===== src/rtl/fetch_stall_ctrl_pkg.sv =====
// Shared fetch-stage types and constants for the RV32I front end.
package RV32I_definitions;

    typedef enum logic [1:0] {
        S_BOOT,
        S_REQ,
        S_STALL,
        S_DROP
    } fetch_state_t;

    typedef enum logic [1:0] {
        PC_HOLD,
        PC_INC,
        PC_TGT,
        PC_LATCH
    } pc_sel_t;

    typedef enum logic [1:0] {
        IFID_HOLD,
        IFID_MEM,
        IFID_SKID,
        IFID_KILL
    } ifid_op_t;

    localparam logic [31:0] NOP_INSTR = 32'h0000_0013;
    localparam int          PC_INCR   = 4;

endpackage


===== src/rtl/fetch_stall_ctrl_skid_buffer.sv =====
// One-entry {instr,pc} holding register for a fetch that completed under a stall.
module fetch_skid_buffer #(
    parameter int PC_WIDTH    = 32,
    parameter int INSTR_WIDTH = 32
) (
    input  logic                   clk,
    input  logic                   rst,
    input  logic                   load,
    input  logic                   clear,
    input  logic [INSTR_WIDTH-1:0] in_instr,
    input  logic [PC_WIDTH-1:0]    in_pc,
    output logic [INSTR_WIDTH-1:0] out_instr,
    output logic [PC_WIDTH-1:0]    out_pc,
    output logic                   valid
);

    always_ff @(posedge clk or posedge rst) begin
        if (rst) begin
            out_instr <= '0;
            out_pc    <= '0;
            valid     <= 1'b0;
        end else if (clear) begin
            valid     <= 1'b0;
        end else if (load) begin
            out_instr <= in_instr;
            out_pc    <= in_pc;
            valid     <= 1'b1;
        end
    end

endmodule


===== src/rtl/fetch_stall_ctrl.sv =====
// Fetch controller: PC, IF/ID register and IMem valid/ready port with stall/redirect handling.
// Optional perf counters (Stall_cycles, Flush_count) are built when FETCH_PERF_CNT_EN is defined.
module fetch_stall_ctrl
    import RV32I_definitions::*;
#(
    parameter int                    PC_WIDTH    = 32,
    parameter int                    INSTR_WIDTH = 32,
    parameter logic [PC_WIDTH-1:0]   RESET_PC    = '0,
    parameter logic [INSTR_WIDTH-1:0] NOP_INSTR  = RV32I_definitions::NOP_INSTR
) (
    input  logic                   clk,
    input  logic                   rst,
    input  logic                   Pipe_stall,
    input  logic                   EX_Branch_taken,
    input  logic [PC_WIDTH-1:0]    EX_Branch_target,
    output logic                   IMem_req,
    output logic [PC_WIDTH-1:0]    IMem_addr,
    input  logic                   IMem_ready,
    input  logic [INSTR_WIDTH-1:0] IMem_rdata,
    output logic [INSTR_WIDTH-1:0] ID_Instr,
    output logic [PC_WIDTH-1:0]    ID_PC,
    output logic                   ID_Valid,
    output logic                   ID_EX_bubble
`ifdef FETCH_PERF_CNT_EN
    ,
    output logic [31:0]            Stall_cycles,
    output logic [31:0]            Flush_count
`endif
);

    fetch_state_t state, state_nxt;
    pc_sel_t      pc_sel;
    ifid_op_t     ifid_op;
    logic         skid_load, skid_clear, tgt_load;

    logic [PC_WIDTH-1:0]    pc, tgt_q, tgt_in;
    logic [INSTR_WIDTH-1:0] skid_instr;
    logic [PC_WIDTH-1:0]    skid_pc;
    logic                   skid_valid;

    assign tgt_in       = {EX_Branch_target[PC_WIDTH-1:2], 2'b00};
    assign ID_EX_bubble = Pipe_stall | EX_Branch_taken;
    assign IMem_addr    = pc;

    always_ff @(posedge clk or posedge rst) begin
        if (rst) state <= S_BOOT;
        else     state <= state_nxt;
    end

    always_comb begin
        state_nxt = state;
        unique case (state)
            S_BOOT:  state_nxt = S_REQ;
            S_REQ: begin
                if (IMem_ready)
                    state_nxt = (!EX_Branch_taken && Pipe_stall) ? S_STALL : S_REQ;
                else if (EX_Branch_taken)
                    state_nxt = S_DROP;
            end
            S_STALL: if (EX_Branch_taken || !Pipe_stall) state_nxt = S_REQ;
            S_DROP:  if (IMem_ready) state_nxt = S_REQ;
            default: state_nxt = S_BOOT;
        endcase
    end

    always_comb begin
        IMem_req   = 1'b0;
        pc_sel     = PC_HOLD;
        ifid_op    = IFID_HOLD;
        skid_load  = 1'b0;
        skid_clear = 1'b0;
        tgt_load   = 1'b0;
        unique case (state)
            S_REQ: begin
                IMem_req = 1'b1;
                if (IMem_ready) begin
                    if (EX_Branch_taken) begin
                        pc_sel  = PC_TGT;
                        ifid_op = IFID_KILL;
                    end else if (Pipe_stall) begin
                        skid_load = 1'b1;
                    end else begin
                        pc_sel  = PC_INC;
                        ifid_op = IFID_MEM;
                    end
                end else if (EX_Branch_taken) begin
                    tgt_load = 1'b1;
                    ifid_op  = IFID_KILL;
                end else if (!Pipe_stall) begin
                    ifid_op = IFID_KILL;
                end
            end
            S_STALL: begin
                if (EX_Branch_taken) begin
                    skid_clear = 1'b1;
                    pc_sel     = PC_TGT;
                    ifid_op    = IFID_KILL;
                end else if (!Pipe_stall) begin
                    skid_clear = 1'b1;
                    pc_sel     = PC_INC;
                    ifid_op    = IFID_SKID;
                end
            end
            // Outstanding request must keep its address; redirect waits for ready.
            S_DROP: begin
                IMem_req = 1'b1;
                if (EX_Branch_taken) begin
                    tgt_load = 1'b1;
                    ifid_op  = IFID_KILL;
                end
                if (IMem_ready) pc_sel = EX_Branch_taken ? PC_TGT : PC_LATCH;
            end
            default: ;
        endcase
    end

    always_ff @(posedge clk or posedge rst) begin
        if (rst) begin
            pc       <= RESET_PC;
            tgt_q    <= '0;
            ID_Instr <= NOP_INSTR;
            ID_PC    <= '0;
            ID_Valid <= 1'b0;
        end else begin
            unique case (pc_sel)
                PC_INC:   pc <= pc + PC_WIDTH'(PC_INCR);
                PC_TGT:   pc <= tgt_in;
                PC_LATCH: pc <= tgt_q;
                default:  ;
            endcase
            if (tgt_load) tgt_q <= tgt_in;
            unique case (ifid_op)
                IFID_MEM: begin
                    ID_Instr <= IMem_rdata;
                    ID_PC    <= pc;
                    ID_Valid <= 1'b1;
                end
                IFID_SKID: begin
                    ID_Instr <= skid_instr;
                    ID_PC    <= skid_pc;
                    ID_Valid <= skid_valid;
                end
                IFID_KILL: begin
                    ID_Instr <= NOP_INSTR;
                    ID_Valid <= 1'b0;
                end
                default: ;
            endcase
        end
    end

    fetch_skid_buffer #(
        .PC_WIDTH    (PC_WIDTH),
        .INSTR_WIDTH (INSTR_WIDTH)
    ) u_skid (
        .clk       (clk),
        .rst       (rst),
        .load      (skid_load),
        .clear     (skid_clear),
        .in_instr  (IMem_rdata),
        .in_pc     (pc),
        .out_instr (skid_instr),
        .out_pc    (skid_pc),
        .valid     (skid_valid)
    );

`ifdef FETCH_PERF_CNT_EN
    always_ff @(posedge clk or posedge rst) begin
        if (rst) begin
            Stall_cycles <= '0;
            Flush_count  <= '0;
        end else begin
            if (Pipe_stall && !EX_Branch_taken && Stall_cycles != 32'hFFFF_FFFF)
                Stall_cycles <= Stall_cycles + 32'd1;
            if (EX_Branch_taken && Flush_count != 32'hFFFF_FFFF)
                Flush_count <= Flush_count + 32'd1;
        end
    end
`endif

endmodule


===== config.mk =====
export PLATFORM = sky130hd
export DESIGN_NAME = fetch_stall_ctrl
export DESIGN_NICKNAME = d
export VERILOG_FILES = /design/src/rtl/fetch_stall_ctrl_pkg.sv /design/src/rtl/fetch_stall_ctrl_skid_buffer.sv /design/src/rtl/fetch_stall_ctrl.sv
export SDC_FILE = /design/constraint.sdc
export NUM_CORES = 1
export LEC_CHECK = 0
export BUFFER_PORTS_ARGS = -buffer_cell sky130_fd_sc_hd__buf_2
export CAP_MARGIN = 10
export CELL_PAD_IN_SITES_DETAIL_PLACEMENT = 0
export CELL_PAD_IN_SITES_GLOBAL_PLACEMENT = 1
export CORE_MARGIN = 8
export CORE_UTILIZATION = 48
export CTS_CLUSTER_DIAMETER = 50
export CTS_CLUSTER_SIZE = 16
export DETAILED_ROUTE_END_ITERATION = 7
export PLACE_DENSITY_LB_ADDON = 0.25
export SETUP_SLACK_MARGIN = 0.02
export SYNTH_ARGS = -nofsm -noshare
export SYNTH_HDL_FRONTEND = slang
export SYNTH_HIERARCHICAL = 1
export SYNTH_SLANG_ARGS = --single-unit

===== constraint.sdc =====
create_clock -name clk -period 5.9 [get_ports clk]
set_input_delay 0.59 -clock clk [delete_from_list [all_inputs] [get_ports clk]]
set_output_delay 0.59 -clock clk [all_outputs]
set_load 0.02 [all_outputs]

==> results of run 1 <==
[sequential cells by signal, indices dropped and copies added (netlist names)]
name              count
ID_Instr             32
ID_PC                32
ID_Valid              1
IMem_addr            30
state                 2
tgt_q                30
u_skid/out_instr     32
u_skid/out_pc        32
u_skid/valid          1
[synth_stat cells, drive strengths merged (11+ instances only)]
cell / instances / share of area [%]
a22oi: 32 / 2.6
nor2: 29 / 1.2
inv: 11 / 0.45
clkbuf: 36 / 1.5
mux2: 94 / 14
nor3: 12 / 0.65
o21a: 11 / 0.89
mux2i: 30 / 3.2
dfrtp: 189 / 51
nand2: 97 / 3.9
buf: 23 / 2.4
o21ai: 75 / 4.1
a31oi: 13 / 0.88
o22ai: 17 / 1.2
a21oi: 16 / 0.87
[logic make-up after synthesis]
group,share of synthesized area (%)
AO/OA/AOI/OAI,15.21
AND/OR/NAND/NOR,10.58
flip-flops,52.00
multiplexers,17.13
buffers and inverters,4.303
adder cells (fa/ha/maj),0.5413
XOR/XNOR,0.1895
other,0.04056
[power groups by stage]
stage,Clock (W),Sequential [W],Combinational (W)
floorplan,0,0.00213,0.000675
detailed placement,0,0.00200,0.00125
global route,0.00127,0.00203,0.00135
finish,0.00119,0.00198,0.00123
global placement,0,0.00199,0.00123
CTS,0.00122,0.00198,0.00125
[layer usage]
layer	track usage (%)	share of wire [%]	up-vias
met5	0	0	-
met1	28.34	48	3328
li1	-	-	3210
met3	4.486	6.4	20
met4	5.413	1.2	0
met2	29.63	44	202
[final timing paths]
| check | from | end | cells after the start |
|---|---|---|---|
| min reg2reg | ID_PC[12]$_DFFE_PP0P_ | ID_PC[12]$_DFFE_PP0P_ | 2 |
| max | state[1]$_DFFE_PP0P_ | u_skid/out_pc[24]$_DFFE_PP0P_ | 6 |
| max in group asynchronous | rst | ID_PC[12]$_DFFE_PP0P_ | 3 |
| min | rst | ID_Instr[8]$_DFFE_PP0P_ | 2 |
| max reg2reg | state[1]$_DFFE_PP0P_ | u_skid/out_pc[24]$_DFFE_PP0P_ | 6 |
| min in group clk | EX_Branch_target[5] | tgt_q[5]$_DFFE_PP0P_ | 2 |
[final cells by class]
cell class / count / share of cell area [%]
multi-input combinational: 547 / 37.88
clock inverter: 14 / 1.584
tap: 260 / 3.027
inverter: 11 / 0.4075
sequential: 192 / 44.75
timing repair buffer: 171 / 8.267
clock buffer: 18 / 4.087
[stage by stage]
stage / util [%] / setup slack [ns] / std cells / power (W)
5_1_grt: 57.06 / 2.864 / 1213 / 0.004643
2_1_floorplan: - / 1.931 / 809 / 0.002810
3_3_place_gp: 53.83 / 2.769 / 1181 / 0.003216
4_1_cts: 57.06 / 3.108 / 1213 / 0.004445
3_5_place_dp: 53.83 / 2.752 / 1181 / 0.003245
6_report: 57.06 / 3.100 / 1213 / 0.004407
[placed cells by master, fill, tap and decap left out, types with 4 or more instances in the layout]
cell type | Yosys | final
mux2_2 | 34 | 34
buf_4 | 2 | 7
clkbuf_16 | 0 | 17
mux2i_1 | 30 | 30
nor3_1 | 12 | 12
o21a_1 | 11 | 11
nand2_1 | 97 | 97
o31a_1 | 4 | 4
nor2_1 | 28 | 27
dfrtp_1 | 189 | 189
a31oi_1 | 13 | 13
o22a_1 | 5 | 5
or2_2 | 4 | 4
o21ai_0 | 74 | 73
a22oi_1 | 32 | 32
inv_1 | 11 | 9
a211oi_1 | 9 | 9
and3_1 | 7 | 6
and2_1 | 7 | 7
and4_1 | 5 | 5
buf_2 | 11 | 163
o22ai_1 | 17 | 17
mux2_4 | 60 | 60
nand4_1 | 8 | 8
conb_1 | 1 | 4
nor2b_1 | 5 | 5
nand3_1 | 9 | 9
a21oi_1 | 16 | 16
inv_6 | 0 | 5
==> impl_metrics.csv, run 1 <==
group,metric,value,unit
placement,place_area,10140,um^2
placement,numPortBuffers,163,
synth,synth_warnings,6,
clock_tree,clock_latency,0.43,ns
sta,hold_viol,0,
power_and_ir_drop,clockPowerShare,27.1,%
critical_path,max_stage_delay,0.78,ns
sta,clock.fmax,0.3571,GHz
clock_tree,cts_buffer_depth,2,
clock_tree,cts_tree,"yes",
die,die_w,154.8,um
clock_tree,htreeDepth,4,
sta,fin_crit,2.800,ns
route,drc_errors,0,
global_routing,gr-total-overflow,0,
global_routing,grt_pass1_wl,38160,um
clock_tree,cts.sinks,192,
cells_and_area,n_antenna_cell,0,
clock_tree,cts_hold_buffers,0,
critical_path,critPathLaunchType,"flip-flop",
power_and_ir_drop,switching_share,34.39,%
clock_tree,cts_setup_buffers,0,
clock_tree,cts_buffers,17,
route,ant_nets,0,
critical_path,critical_path.most_common_cell,"nor2_1",
critical_path,crit_chain,"nor2_1 -> nand2_1 -> nor2_1 -> nor2b_4 -> buf_12 -> mux2_2",
global_routing,grt_max_degree,75,
job,maxCapViolCount,0,
route,drtIter0Drc,437,
sta,holdWs,0.3991,ns
synth,yosysSeqAreaShare,52.00,%
power_and_ir_drop,combinationalPowerShare,28.0,%
die,io_pins,168,
cells_and_area,final_cell_area,10750,um^2
critical_path,worstPathMaxFanout,44,
global_routing,grt_pass1_vias,6760,
power_and_ir_drop,power.internal,0.002892,W
synth,syn_area_per_cell,11.47,um^2
cells_and_area,nets,1013,
cells_and_area,seq_area,4808,um^2
synth,synth_cells,806,
critical_path,arrival,3.11,ns
placement,place.gp.congestion,0.8437,
die,num_rows,50,
power_and_ir_drop,power_frac_seq,44.9,%
route,drt_wl_total,23460,um
route,wl_per_cell,19.34,um
route,viasPerCell,5.573,
power_and_ir_drop,power.leakage,4.768,nW
sta,clock_skew,0.01037,ns
synth,ys_ff_latch,192,
synth,synth_edf_count,0,
clock_tree,cts.clk_slew.worst_paths,0.08,ns
synth,synthArstFlopShare,100.0,%
power_and_ir_drop,power.switching,0.001515,W
clock_tree,clock-root-buffer,"clkbuf_16",
critical_path,crit_slowest_cell,"nor2b_4",
global_routing,track_usage,19.83,%
synth,dominantRegCellSynth,"dfrtp_1",
placement,dp_hpwl,15530,um
critical_path,ff2ff_setup_slack,3.10,ns
power_and_ir_drop,peakVddDrop,0.2244,mV
sta,slew_headroom,23.55,%
route,dr.pass1.iters,5,
min_path,hold_class,"in2async",
sta,min_period_over_period,47.46,%
sta,maxSlewViolCount,0,
critical_path,path_class,"reg2reg",
outcome,status,"completed",
power_and_ir_drop,power_density,410.1,nW/um^2
critical_path,required,6.21,ns
die,die-area,23960,um^2
critical_path,end_kind,"flip-flop",
die,die_y,154.8,um
synth,syn_area,9246,um^2
synth,synth.distinct_cells,62,
die,fp.coreArea,18830,um^2
critical_path,critical_path_buf_inv_count,1,
route,route.vias.total,6760,
cells_and_area,fill_cells,1670,
critical_path,worst_path_dominant_cell_family,"simple AND/OR/NAND/NOR gates",
cells_and_area,layout-drive-gt1-share,33.58,%
die,start_util,49.10,%
cells_and_area,multi_input_area,4070,um^2
clock_tree,cts_resized,0,
cells_and_area,area_growth,16.21,%
sta,tns,0,ns
sta,rsz0062_at_grt,"no",
global_routing,antenna_found_initial,0,
sta,setup-violations-final,0,
sta,tightestPinTransition,1.139,ns
Note: power is estimated with default switching activity, not from simulation.
==> inputs of run 2 (changes only) <==
- CORE_UTILIZATION: 48 -> 44
- clock period: 5.9 -> 2.75 ns (I/O delays scaled with it)
==> impl_metrics.csv, run 2 (synthesis results as in run 1) <==
group,metric,value,unit
critical_path,end_kind,"flip-flop",
route,ant_nets,0,
route,drc_errors,0,
sta,maxSlewViolCount,0,
min_path,min_from,"IMem_rdata[29]",
sta,clock.fmax,0.4129,GHz
cells_and_area,area_growth,19.00,%
critical_path,critPathLaunchType,"flip-flop",
outcome,status,"completed",
global_routing,gr-usage-met2,27.25,%
sta,slew_headroom,58.04,%
cells_and_area,nets,1038,
sta,hold_viol,0,
clock_tree,clock_latency,0.43,ns
cells_and_area,n_antenna_cell,0,
min_path,hold_class,"in2reg",
clock_tree,cts_tree,"yes",
critical_path,r2r-start,"state[0]$_DFFE_PP0P_",
placement,place.gp.congestion,0.7821,
sta,setup-violations-final,0,
cells_and_area,final_common_cell,"dfrtp_1",
power_and_ir_drop,power.leakage,4.892,nW
sta,fin_crit,2.422,ns
critical_path,crit_chain,"nand2b_1 -> a2bb2oi_1 -> or2_2 -> buf_4 -> o31ai_1 -> a21boi_0",
job,maxCapViolCount,0,
global_routing,grt_max_degree,88,
clock_tree,cts_buffer_depth,2,
route,route.vias.total,6930,
die,die-area,25910,um^2
sta,tns,0,ns
global_routing,antenna_found_initial,1,
route,dr.pass1.iters,5,
clock_tree,htreeDepth,4,
critical_path,crit_slowest_cell,"dfrtp_1",
cells_and_area,fill_cells,1902,
cells_and_area,seq_area,4808,um^2
critical_path,arrival,2.77,ns
sta,tightestPinTransition,0.6284,ns
power_and_ir_drop,power_density,865.5,nW/um^2
route,drt_wl_total,24530,um
clock_tree,cts.sinks,192,
clock_tree,cts.clk_slew.worst_paths,0.07,ns
critical_path,critPathLaunch,"state[0]$_DFFE_PP0P_",
placement,placedCellCount,1220,
critical_path,critical_path_buf_inv_count,1,
placement,place_area,10400,um^2
clock_tree,cts_resized,0,
route,wl_per_cell,19.58,um
global_routing,grt_use_met3,4.044,%
critical_path,worstPathMaxFanout,17,
clock_tree,cts_buffers,17,
critical_path,path_class,"reg2reg",
critical_path,max_stage_delay,0.58,ns
die,start_util,44.41,%
global_routing,grt_pass1_wl,39320,um
die,fp.coreArea,20820,um^2
clock_tree,clock-root-buffer,"clkbuf_16",
cells_and_area,final_cell_count_no_fill,1253,
global_routing,track_usage,18.88,%
power_and_ir_drop,peakVddDrop,0.4552,mV
sta,rsz0062_at_grt,"no",
route,drtIter0Drc,456,
route,viasPerCell,5.531,
global_routing,grt-busiest-layer,"met1",
placement,numPortBuffers,163,
cells_and_area,final_cell_area,11000,um^2
die,die_y,161.0,um
critical_path,worst_path_dominant_cell_family,"compound AO/OA/AOI/OAI gates",
die,num_rows,53,
sta,min_period_over_period,88.07,%
cells_and_area,layout-drive-gt1-share,34.97,%
cells_and_area,multi_input_area,4069,um^2
global_routing,grt_pass1_vias,6872,
placement,dp_hpwl,16710,um
sta,clock_skew,0.01163,ns
cells_and_area,mostFrequentLayoutCells,"189 x dfrtp_1, 163 x buf_2, 97 x nand2_1",
global_routing,gr-total-overflow,0,
die,io_pins,168,
die,die_w,161.0,um
global_routing,grtUsageMet1,27.82,%
critical_path,required,3.09,ns
-- run 2: cell count changes in the layout (fill, tap and decap cells not counted), sizes merged --
cell,previous run,this run
clkbuf,18,19
buf,171,195
inv,17,15
clkinvlp,1,5
clkinv,5,2
dlygate4sd3,0,1
-- run 2: layer usage --
metal / vias to the layer above / wire length (um)
met5: - / 8
met4: 2 / 313
met3: 22 / 1333
met2: 203 / 10860
met1: 3452 / 12020
li1: 3251 / -
-- run 2: final timing paths --
path,endpoint,slack (ns),cells after the start
worst max-delay path,IMem_addr[25]$_DFFE_PP0P_,0.33,6
worst min-delay path,u_skid/out_instr[29]$_DFFE_PP0P_,0.09,2
worst max register to register,IMem_addr[25]$_DFFE_PP0P_,0.33,6
worst min register to register,ID_PC[5]$_DFFE_PP0P_,0.48,2
max in group asynchronous,u_skid/out_pc[19]$_DFFE_PP0P_,1.64,4
min in group asynchronous,u_skid/out_instr[6]$_DFFE_PP0P_,0.49,3
-- run 2: what timing repair did --
| item | CTS | global route |
|---|---|---|
| hold endpoints to repair | 25 | 0 |
| hold buffers | 1 | 0 |
| buffers inserted | 0 | 0 |
-- run 2: cell type report --
cell class	instances	area share (%)
tap	275	3.127
timing repair buffer	196	10.37
clock inverter	13	1.387
sequential	192	43.70
clock buffer	19	4.025
inverter	11	0.4094
multi-input combinational	547	36.98
-- run 2: power breakdown --
group | internal (W) | switching [W] | total [W] | leakage [nW]
Clock | 0.00139 | 0.00116 | 0.00255 | 0.280
Combinational | 0.00124 | 0.00148 | 0.00273 | 2.35
Sequential | 0.00362 | 0.000630 | 0.00425 | 2.26
Total | 0.00625 | 0.00328 | 0.00952 | 4.89
-- run 2: through the flow --
step / utilization (%) / hold WS, ns / setup slack, ns / total power, W
6_report: 52.84 / 0.08911 / 0.3282 / 0.009524
5_1_grt: 52.84 / 0.08134 / 0.1844 / 0.01004
4_1_cts: 52.84 / 0.07627 / 0.3538 / 0.009595
3_5_place_dp: 49.93 / 0.4272 / 0.3585 / 0.007035
3_3_place_gp: 49.93 / 0.4343 / 0.4090 / 0.006979
2_1_floorplan: - / 0.3837 / 0.3272 / 0.006030
==> inputs of run 3 (changes only) <==
- CORE_ASPECT_RATIO: not set -> 1.25
==> impl_metrics.csv, run 3 (synthesis results as in run 1) <==
group,metric,value,unit
route,ant_nets,0,
cells_and_area,mostFrequentLayoutCells,"189 x dfrtp_1, 163 x buf_2, 97 x nand2_1",
cells_and_area,area_growth,18.15,%
cells_and_area,fin_util,52.66,%
route,drt_wl_total,24260,um
power_and_ir_drop,finalPower,0.009306,W
global_routing,grt_max_degree,67,
sta,clock_skew,0.01001,ns
route,dr_wl_met2,11290,um
sta,slew_headroom,46.04,%
clock_tree,cts_resized,0,
critical_path,worstPathMaxFanout,8,
cells_and_area,final_common_cell,"dfrtp_1",
global_routing,gr-total-overflow,0,
clock_tree,cts_buffer_depth,2,
clock_tree,cts_hold_buffers,1,
power_and_ir_drop,power.leakage,4.826,nW
min_path,worstHoldEndpoint,"u_skid/out_instr[29]$_DFFE_PP0P_",
critical_path,crit_chain,"ha_1 -> nand3_1 -> nor4_4 -> nand4_1 -> a31o_1 -> a211oi_1",
clock_tree,cts_setup_buffers,0,
critical_path,reg2regPathDepth,6,
critical_path,max_stage_delay,0.63,ns
die,die-area,25940,um^2
die,die_y,178.1,um
placement,place_ws,0.3832,ns
route,top_layer,"met5",
critical_path,critPathLaunchType,"flip-flop",
clock_tree,cts_buffers,17,
sta,tns,0,ns
clock_tree,htreeDepth,4,
critical_path,r2r_end,"IMem_addr[28]$_DFFE_PP0P_",
critical_path,path_class,"reg2reg",
clock_tree,clock_latency,0.43,ns
route,drc_errors,0,
global_routing,grt_pass1_wl,39790,um
die,die_w,145.7,um
sta,setup_ws,0.3725,ns
critical_path,arrival,2.72,ns
die,num_rows,59,
cells_and_area,final_cell_area,10920,um^2
cells_and_area,nets,1030,
power_and_ir_drop,peakVddDrop,0.5202,mV
placement,dp_hpwl,16700,um
cells_and_area,multi_input_area,4069,um^2
critical_path,r2r-start,"IMem_addr[2]$_DFFE_PP0P_",
global_routing,track_usage,19.09,%
placement,numPortBuffers,163,
sta,fin_crit,2.377,ns
placement,place_area,10360,um^2
route,dr.pass1.iters,4,
min_path,min_from,"IMem_rdata[29]",
critical_path,end_kind,"flip-flop",
sta,setup-violations-final,0,
route,wl_per_cell,19.48,um
sta,maxSlewViolCount,0,
global_routing,grt_pass1_vias,7039,
clock_tree,cts.clk_slew.worst_paths,0.08,ns
min_path,hold_class,"in2reg",
route,viasPerCell,5.500,
sta,clock.fmax,0.4206,GHz
outcome,status,"completed",
sta,min_period_over_period,86.45,%
cells_and_area,seq_area,4808,um^2
cells_and_area,fill_cells,1903,
die,start_util,44.57,%
route,drtIter0Drc,463,
sta,hold_viol,0,
job,maxCapViolCount,0,
placement,place.gp.congestion,0.8153,
critical_path,required,3.09,ns
die,io_pins,168,
power_and_ir_drop,power_density,851.9,nW/um^2
sta,tightestPinTransition,0.8078,ns
min_path,hold_depth,2,
route,wl_met3,1119,um
cells_and_area,layout-drive-gt1-share,34.54,%
critical_path,ff2ff_setup_slack,0.37,ns
clock_tree,cts_tree,"yes",
die,fp.coreArea,20740,um^2
sta,rsz0062_at_grt,"no",
global_routing,antenna_found_initial,1,
clock_tree,cts.sinks,192,
route,wl_met1,11510,um
route,route.vias.total,6848,
clock_tree,clock-root-buffer,"clkbuf_16",
critical_path,crit_slowest_cell,"nor4_4",
run 3: cell types whose count changed in the layout (fill, tap and decap cells not counted), sizes merged:
cell      delta
buf          -8
diode        +1
bufinv       -2
clkbuf       -2
inv          +1
clkinvlp     +3
run 3: where the power goes:
| group | switching [W] | total [W] | leakage, nW | internal, W |
|---|---|---|---|---|
| clock network | 0.00118 | 0.00236 | 0.247 | 0.00118 |
| logic | 0.00146 | 0.00269 | 2.32 | 0.00123 |
| registers | 0.000641 | 0.00426 | 2.26 | 0.00362 |
| total | 0.00328 | 0.00931 | 4.83 | 0.00603 |
run 3: layer usage:
metal  vias to the layer above  global-route usage [%]
met4                         2                   5.519
met3                        25                   4.340
met2                       184                   30.43
li1                       3239                       -
met5                         -                       0
met1                      3398                   25.61
run 3: area by class of cell:
cell class | instances | share of cell area [%]
Clock buffer | 17 | 3.894
Multi-Input combinational cell | 547 | 37.25
Antenna cell | 1 | 0.02291
Tap cell | 274 | 3.138
Inverter | 11 | 0.4123
Timing Repair Buffer | 188 | 10.12
Clock inverter | 15 | 1.145
Sequential cell | 192 | 44.02
run 3: how the worst max path moves through the flow:
stage / start / to / cells past startpoint
6_report: IMem_addr[2]$_DFFE_PP0P_ / IMem_addr[28]$_DFFE_PP0P_ / 6
3_5_place_dp: IMem_addr[2]$_DFFE_PP0P_ / IMem_addr[28]$_DFFE_PP0P_ / 6
4_1_cts: IMem_addr[2]$_DFFE_PP0P_ / IMem_addr[28]$_DFFE_PP0P_ / 6
3_3_place_gp: IMem_addr[3]$_DFFE_PP0P_ / IMem_addr[28]$_DFFE_PP0P_ / 6
5_1_grt: IMem_addr[2]$_DFFE_PP0P_ / IMem_addr[28]$_DFFE_PP0P_ / 6
2_1_floorplan: state[1]$_DFFE_PP0P_ / ID_PC[19]$_DFFE_PP0P_ / 9
run 3: worst max-delay path: cells and delay by family, from the launching register on:
family,cells,cell delay [ns]
flip-flops,1,0.50
adder cells (fa/ha/maj),1,0.26
AO/OA/AOI/OAI,2,0.48
AND/OR/NAND/NOR,3,1.05
run 3: through the flow:
| step | cells | hold WS [ns] |
|---|---|---|
| global route | 1244 | 0.06839 |
| finish | 1245 | 0.08682 |
| global placement | 1211 | 0.4359 |
| detailed placement | 1211 | 0.4372 |
| CTS | 1244 | 0.06566 |
| floorplan | 809 | 0.3837 |
